==> src/rtl/bp_be_stride_pf_gen.sv <==
// Stride prefetch address generator: expands confirmed RPT stride events into
// block-aligned prefetch addresses queued in a small circular FIFO.
module bp_be_stride_pf_gen #(
  parameter int vaddr_width_p        = 39,  // virtual address width of the processor config
  parameter int stride_width_p       = 8,
  parameter int degree_p             = 4,
  parameter int fifo_els_p           = 4,
  parameter int block_offset_width_p = 6
) (
  input  logic                      clk_i,
  input  logic                      reset_n_i,
  input  logic                      stride_v_i,
  input  logic [stride_width_p-1:0] stride_i,
  input  logic [vaddr_width_p-1:0]  pc_i,
  input  logic [vaddr_width_p-1:0]  base_addr_i,
  input  logic                      start_discovery_i,
  input  logic                      confirm_discovery_i,
  output logic                      pf_v_o,
  output logic [vaddr_width_p-1:0]  pf_addr_o,
  input  logic                      pf_yumi_i,
  output logic                      busy_o
);

  localparam int ptr_w = $clog2(fifo_els_p);
  localparam int cnt_w = $clog2(fifo_els_p + 1);
  localparam int rem_w = $clog2(degree_p + 1);
  localparam logic [vaddr_width_p-1:0] blk_mask_lp =
    {{(vaddr_width_p-block_offset_width_p){1'b1}}, {block_offset_width_p{1'b0}}};

  typedef enum logic [1:0] {e_off, e_discover, e_confirmed} mode_e;
  typedef enum logic {e_idle, e_gen} gen_e;

  mode_e                     mode_q, mode_d;
  gen_e                      gen_q, gen_d;
  logic [vaddr_width_p-1:0]  cur_q, cur_d;
  logic [vaddr_width_p-1:0]  stride_q, stride_d;
  logic [vaddr_width_p-1:0]  last_blk_q, last_blk_d;
  logic [vaddr_width_p-1:0]  pc_q, pc_d;
  logic [rem_w-1:0]          rem_q, rem_d;
  logic [ptr_w-1:0]          rd_ptr_q, rd_ptr_d;
  logic [ptr_w-1:0]          wr_ptr_q, wr_ptr_d;
  logic [cnt_w-1:0]          count_q, count_d;
  logic [vaddr_width_p-1:0]  mem_q [fifo_els_p];

  logic                      accept;
  logic                      fifo_full;
  logic                      fifo_empty;
  logic                      push;
  logic                      pop;
  logic [vaddr_width_p-1:0]  cand;
  logic [vaddr_width_p-1:0]  blk;

  always_comb begin
    mode_d = mode_q;
    if (confirm_discovery_i) begin
      mode_d = e_confirmed;
    end else if (start_discovery_i) begin
      mode_d = e_discover;
    end
  end

  assign accept     = stride_v_i && (stride_i != '0) && (mode_d != e_off);
  assign fifo_full  = (count_q == cnt_w'(fifo_els_p));
  assign fifo_empty = (count_q == '0);
  assign cand       = cur_q + stride_q;
  assign blk        = cand & blk_mask_lp;

  // A preempting event abandons the old step in the same cycle, so no push then.
  assign push = (gen_q == e_gen) && !accept && !fifo_full && (blk != last_blk_q);
  assign pop  = pf_yumi_i && !fifo_empty;

  always_comb begin
    gen_d      = gen_q;
    cur_d      = cur_q;
    stride_d   = stride_q;
    last_blk_d = last_blk_q;
    pc_d       = pc_q;
    rem_d      = rem_q;
    if (accept) begin
      gen_d      = e_gen;
      cur_d      = base_addr_i;
      stride_d   = {{(vaddr_width_p-stride_width_p){stride_i[stride_width_p-1]}}, stride_i};
      last_blk_d = base_addr_i & blk_mask_lp;
      pc_d       = pc_i;
      rem_d      = (mode_d == e_confirmed) ? rem_w'(degree_p) : rem_w'(1);
    end else if ((gen_q == e_gen) && !fifo_full) begin
      // Duplicate blocks are skipped but still spend one unit of degree.
      cur_d      = cand;
      last_blk_d = blk;
      rem_d      = rem_q - rem_w'(1);
      if (rem_q == rem_w'(1)) begin
        gen_d = e_idle;
      end
    end
  end

  always_comb begin
    rd_ptr_d = rd_ptr_q;
    wr_ptr_d = wr_ptr_q;
    count_d  = count_q;
    if (pop) begin
      rd_ptr_d = (rd_ptr_q == ptr_w'(fifo_els_p - 1)) ? '0 : rd_ptr_q + ptr_w'(1);
    end
    if (push) begin
      wr_ptr_d = (wr_ptr_q == ptr_w'(fifo_els_p - 1)) ? '0 : wr_ptr_q + ptr_w'(1);
    end
    case ({push, pop})
      2'b10:   count_d = count_q + cnt_w'(1);
      2'b01:   count_d = count_q - cnt_w'(1);
      default: count_d = count_q;
    endcase
  end

  always_ff @(posedge clk_i or negedge reset_n_i) begin
    if (!reset_n_i) begin
      mode_q     <= e_off;
      gen_q      <= e_idle;
      cur_q      <= '0;
      stride_q   <= '0;
      last_blk_q <= '0;
      pc_q       <= '0;
      rem_q      <= '0;
      rd_ptr_q   <= '0;
      wr_ptr_q   <= '0;
      count_q    <= '0;
    end else begin
      mode_q     <= mode_d;
      gen_q      <= gen_d;
      cur_q      <= cur_d;
      stride_q   <= stride_d;
      last_blk_q <= last_blk_d;
      pc_q       <= pc_d;
      rem_q      <= rem_d;
      rd_ptr_q   <= rd_ptr_d;
      wr_ptr_q   <= wr_ptr_d;
      count_q    <= count_d;
    end
  end

  // Slots are reset so the head reads zero out of reset.
  for (genvar gi = 0; gi < fifo_els_p; gi++) begin : g_slot
    logic [vaddr_width_p-1:0] slot_d;

    always_comb begin
      slot_d = mem_q[gi];
      if (push && (wr_ptr_q == ptr_w'(gi))) begin
        slot_d = blk;
      end
    end

    always_ff @(posedge clk_i or negedge reset_n_i) begin
      if (!reset_n_i) begin
        mem_q[gi] <= '0;
      end else begin
        mem_q[gi] <= slot_d;
      end
    end
  end

  assign pf_v_o    = !fifo_empty;
  assign pf_addr_o = mem_q[rd_ptr_q];
  assign busy_o    = (gen_q == e_gen) || !fifo_empty;

endmodule

==> config.mk <==
export PLATFORM = sky130hd
export DESIGN_NAME = bp_be_stride_pf_gen
export DESIGN_NICKNAME = d
export VERILOG_FILES = /design/src/rtl/bp_be_stride_pf_gen.sv
export SDC_FILE = /design/constraint.sdc
export NUM_CORES = 1
export LEC_CHECK = 0
export CORE_MARGIN = 4
export CORE_UTILIZATION = 55
export CTS_CLUSTER_SIZE = 28
export DETAILED_ROUTE_END_ITERATION = 8
export PLACE_DENSITY = 0.87
export SYNTH_ARGS = -nofsm -noshare
export SYNTH_HDL_FRONTEND = slang
export SYNTH_SLANG_ARGS = --single-unit
==> constraint.sdc <==
create_clock -name clk_i -period 9.7 [get_ports clk_i]
set_input_delay 0.97 -clock clk_i [delete_from_list [all_inputs] [get_ports clk_i]]
set_output_delay 0.97 -clock clk_i [all_outputs]
set_load 0.005 [all_outputs]
# Yosys cells after proc, flatten, opt, wreduce, memory -nomap -nowiden
# Index checks and enable logic that the tools add are counted.
[totals]
word_cells = 72
in_bits = 92
out_inout_bits = 41
register_bits = 231
[classes]
bitwise_logic = 1
eq_ne = 10
mux = 18
n_addsub = 6
n_lt_le_gt_ge = 1
reduce_logical = 23
[ops]
columns = ["operator", "count"]
rows = [
  ["39-bit 2-to-1 mux", 6],
  ["39-bit binary-select mux with 2-bit select", 1],
  ["39-bit adder", 1],
  ["39-bit != test", 1],
  ["1-bit logical AND", 11],
  ["2-bit == test (second input constant)", 5],
  ["3-bit 2-to-1 mux", 3],
  ["2-bit 2-to-1 mux", 4],
  ["2-bit nonzero test", 4],
  ["8-bit nonzero test", 1],
  ["3-bit case mux with 2 select lines", 1],
  ["3-bit by 1-bit subtractor with 3-bit output (second input constant)", 2],
  ["2-bit by 1-bit adder with 2-bit output (second input constant)", 2],
  ["2-bit by 1-bit == test with 1-bit output (second input constant)", 2],
  ["3-bit by 1-bit adder with 3-bit output (second input constant)", 1],
  ["3-bit by 1-bit == test with 1-bit output (second input constant)", 1],
  ["3-bit == test (second input constant)", 1],
  ["3-bit >= comparator (second input constant)", 1],
  ["1-bit logical NOT", 3],
  ["3-bit logical NOT", 1],
  ["1-bit 2-to-1 mux", 3],
  ["2-bit NOT with 3-bit output", 1],
  ["2-bit logical NOT", 1],
  ["2-bit AND reduction", 1],
  ["1-bit logical OR", 1],
]

# Depth between registers and ports, before layout
[logic_depth]
word_depth = 10
ltp_mapped = 20
mapped_depth_nobuf = 19

# Worst setup path before layout
# No wires, ideal clock.
[synth_timing]
kind = "register -> register"
start = "register stride_q[7] (netlist name)"
end = "register count_q[2]"
t_arrival_ns = 4.915
path_buffers = 2
path_slack_ns = 4.706
path_stages_with_launch = 20
period_less_slack_ns = 4.994
t_required_ns = 9.621
setup_time_ns = 0.079
cell_sequence = "dfrtp_1 > ha_1 > buf_2 > a21oi_1 > o221ai_1 > a31oi_2 > xor2_1 > a2111oi_0 > nand4_1 > nor4_1 > nand4_1 > or4_1 > buf_4 > o21ai_1 > ha_1 > inv_1 > fa_1 > xor2_1 > nor2_1 > xor2_1"
[synth_between]
elab_chain_cells = 5
elab_cells_between_ends = 7
classes_between = "add/sub (1); eq/ne (3); mux (1); reduce/logical (2)"
[synth_rtl]
columns = ["element", "line_no", "source"]
rows = [
  ["39-bit adder (*)", "65", "assign cand = cur_q + stride_q;"],
  ["39-bit != test (*)", "69", "assign push = (gen_q == e_gen) && !accept && !fifo_full && (blk != last_blk_q);"],
  ["1-bit logical AND (*)", "69", ""],
  ["2-bit by 1-bit == test with 1-bit output / 2-bit == test (equally long branches)", "107", "case ({push, pop})"],
  ["3-bit case mux with 2 select lines / 2-bit nonzero test (equally long branches)", "n/a", ""],
  ["end signal: assignment", "136", "count_q <= count_d;"],
  ["end: declaration", "42", "logic [cnt_w-1:0] count_q, count_d;"],
]
# Mark *: on every way between the ends. The rest lies on a longest branch, timed or not.
# A chain may end at the register's enable or synchronous reset.

# Worst setup path after layout
[layout_timing]
start = "register stride_q[7] (netlist name)"
end = "register mem_q[143] (netlist name)"
[layout_between]
elab_chain_cells = 4
[layout_rtl]
columns = ["element", "line_no", "source"]
rows = [
  ["39-bit adder (*)", "65", ""],
  ["39-bit != test", "69", ""],
  ["1-bit logical AND", "69", ""],
  ["1-bit logical AND", "146", "if (push && (wr_ptr_q == ptr_w'(gi))) begin"],
  ["end signal: indexed assignment", "155", "mem_q[gi] <= slot_d;"],
  ["end: declaration", "43", "logic [vaddr_width_p-1:0] mem_q [fifo_els_p];"],
]
# Marks and branches as above.

==> flow_summary_export.csv <==
group,metric,value,unit
floorplan,design.core.area,21900,µm²
clock_tree,tritoncts,"yes",
placed_design,detailed_place_hpwl,22.8,mm
drt,wl_per_cell,21.4,µm
power,p_leak,5.72,nW
timing,fmaxAchievable,160,MHz
worst_setup_path,critPathMaxFanout,37,
floorplan,fp-row-count,54,
floorplan,height_of_the_chip,157,µm
layout,num-nets-final,1336,
synthesis,post_synth_main_area_contributors,"dfrtp_1 39%, mux2_1 6.6%, mux2_2 6.1%",
drt,vias_per_cell,6.32,
drt,drtIter0Drc,692,
synthesis,synth.largest_area_cell,"dfrtp_1",
drt,vias,9392,
synthesis,synth.cell_area,12300,µm²
clock_tree,cts_htree_levels,4,
run_status,status,"completed",
synthesis,syn_avg_cell_area,10.7,µm²
drt,met3_length,1.67,mm
worst_setup_path,cp_slowest_stage_delay,750,ps
timing,rsz_0062_raised_after_global_routing,"no",
timing,final.setup_skew,15.0,ps
global_route,grt_pass1_wl,51.1,mm
layout,flow.area_growth_from_synthesis,12.7,%
layout,finalInstanceArea,13800,µm²
floorplan,die_area,24800,µm²
placed_design,post_dp_cell_area,13200,µm²
worst_setup_path,critical_path_cell_by_cell,"buf_4 > ha_1 > a21oi_1 > o21ai_2 > a22oi_2 > nand3b_1 > a211o_1 > xor3_1 > a311oi_1 > nand4_1 > or4b_1 > o211ai_4 > buf_4 > mux2_1",
synthesis,yosysWarningCount,0,
timing,report.final.setup_viol,0,
clock_tree,cts.sink_count,192,
clock_tree,cts.path.max_buffers,2,
placed_design,globalplace.congestion,0.986,
synthesis,post_synth_num_cell_types,83,
clock_tree,post_cts_buffers,0,
timing,report.final.slew_viol_count,0,
drt,first_pass_iters,5,
drt,totalWireLength,31.7,mm
clock_tree,postCtsResizedCells,0,
floorplan,ioPinCount,133,
floorplan,die_width,157,µm
power,vdd_ir_drop_max,0.239,mV
clock_tree,cts_hold_buf,0,
global_route,grt_usage,0.263,
clock_tree,root_buffer,"clkbuf_16",
global_route,grt.overflow.total,0,
floorplan,starting_density_of_the_core,0.561,
clock_tree,cts_buffers,17,
drt,route.antenna.remaining_nets,0,
synthesis,number_of_synthesized_register_bits,192,
clock_tree,clock_latency,440,ps
clock_tree,clk_pin_slew_worst_paths,70,ps
hold_path,min_delay_path_class,"reg2reg",
layout,drive_above_1_share,0.140,
synthesis,postSynthCellCount,1145,
synthesis,synth.top_cell.area_share,0.391,
placed_design,portBuffers,87,
timing,final.setup.tns,0,ps
timing,timing_worst_slew_pin_value,1040,ps
timing,hold_viol_final,0,
timing,final.period_utilization,0.644,
synthesis,ys_seq_area_frac,0.391,
worst_setup_path,critPathKind,"reg2reg",
synthesis,synth_edf_count,0,
drt,top_layer_used,"met4",
drt,met1Wirelength,13.9,mm
worst_setup_path,cp_required,10020,ps
worst_setup_path,worst_setup_path_start_kind,"flip-flop",
synthesis,async_flop_share,1.00,
global_route,grt_max_degree,109,
worst_setup_path,critPathMostFrequentCell,"buf_4",
layout,layout.filler_cells,1753,
global_route,grt_antenna_before_repair,0,
worst_setup_path,worst-endpoint-arrival,6570,ps
drt,drc_errors,0,
timing,slew_headroom,0.306,
layout,diodes,0,
timing,finalWorstPathRequiredPeriod,6250,ps
global_route,grt_pass1_vias,9558,
job,maxCapViolations,0,
power,pwr_density_cell,429,nW/µm²
worst_setup_path,end_kind,"flip-flop",
drt,met2_wirelength,15.4,mm
synthesis,ys.flop_type,"dfrtp_1",
worst_setup_path,slowest_stage,"or4b_1",
cell families (layout without fill, tap and decap cells):
group / after synthesis / after routing / synth area share
simple gates: 284 / 284 / 0.111
compound gates: 251 / 251 / 0.136
mux: 209 / 209 / 0.218
flops: 192 / 192 / 0.391
buf+inv: 95 / 152 / 0.0414
xor+xnor: 65 / 65 / 0.0507
fa+ha+maj: 48 / 48 / 0.0501
other cells: 1 / 6 / 0.000305
cell type report:
type | instances | area (µm²) | area share
clock buffer | 17 | 425 | 0.0308
multi-input combinational | 863 | 7000 | 0.506
timing repair buffer | 98 | 957 | 0.0692
tap | 280 | 350 | 0.0253
clock inverter | 13 | 208 | 0.0150
inverter | 24 | 90.1 | 0.00651
sequential | 192 | 4810 | 0.347
power by group:
group          total (mW)  leakage [nW]  internal [mW]  switching [mW]
logic                3.67          3.13           1.66            2.02
registers            1.49          2.28           1.21           0.283
clock network       0.774         0.310          0.456           0.318
through the flow:
step	hold WS, ps	total power, mW	std cells	setup WS, ps	util
2_1_floorplan	456	4.00	1150	4710	-
3_3_place_gp	468	4.98	1457	3730	0.603
3_5_place_dp	477	5.11	1457	3720	0.603
4_1_cts	494	5.93	1487	3670	0.632
5_1_grt	509	6.36	1487	3320	0.632
6_report	490	5.94	1487	3450	0.632
synthesized netlist by cell type, types with 8 or more instances:
library cell,number
buf_6,13
clkbuf_1,30
ha_1,46
nor2_1,58
mux2_1,72
buf_4,11
xor2_1,32
buf_2,10
mux2_2,67
a21oi_1,64
nor3_1,22
nand4_1,26
nand3_1,17
nand2_1,101
mux4_2,33
a31oi_1,8
mux2i_1,37
nor4_1,11
xnor2_1,29
a21o_1,13
inv_1,24
o21bai_1,9
dfrtp_1,192
o21ai_0,71
nor2b_1,11
flip-flops by register name, summed over array words and instances (netlist names):
signal      flops
count_q         3
cur_q          38
gen_q           1
last_blk_q      1
mem_q         132
mode_q          2
rd_ptr_q        2
rem_q           3
stride_q        8
wr_ptr_q        2
critical path: cells and delay by family (launching register included):
kind                     cells  cell delay (ps)
AND/OR/NAND/NOR              3             1240
buffers and inverters        2              830
adder cells (fa/ha/maj)      1              420
XOR/XNOR                     1              230
multiplexers                 1              370
AO/OA/AOI/OAI                6             2660
flip-flops                   1              330
metal layers:
metal | GRT usage | up-vias
li1 | - | 4328
met2 | 0.428 | 296
met1 | 0.362 | 4718
met4 | 0.0840 | 0
met3 | 0.0434 | 50
met5 | 0 | -
placed cells by master, fill, tap and decap left out, drive strengths merged, types with 11 or more instances in the layout:
cell and n:
a21o 13, a21oi 67, buf 11, clkbuf 18, clkdlybuf4s50 86, dfrtp 192, ha 46, inv 27
mux2 139, mux2i 37, mux4 33, nand2 102, nand3 17, nand4 26, nor2 58, nor2b 11
nor3 22, nor4 11, o211ai 11, o21ai 77, xnor2 30, xor2 32
path summary, 6_finish.rpt:
kind / from / to / slack [ps] / cells past startpoint
setup / recovery: stride_q[7]$_DFFE_PN0P_ / mem_q[143]$_DFFE_PN0P_ / 3450 / 14
hold / removal: mem_q[60]$_DFFE_PN0P_ / mem_q[60]$_DFFE_PN0P_ / 490 / 1
setup reg to reg: stride_q[7]$_DFFE_PN0P_ / mem_q[143]$_DFFE_PN0P_ / 3450 / 14
hold reg to reg: mem_q[60]$_DFFE_PN0P_ / mem_q[60]$_DFFE_PN0P_ / 490 / 1
max in group asynchronous: reset_n_i / mem_q[20]$_DFFE_PN0P_ / 7490 / 2
min in group asynchronous: reset_n_i / stride_q[0]$_DFFE_PN0P_ / 640 / 1
Note: power is estimated with default switching activity, not from simulation.
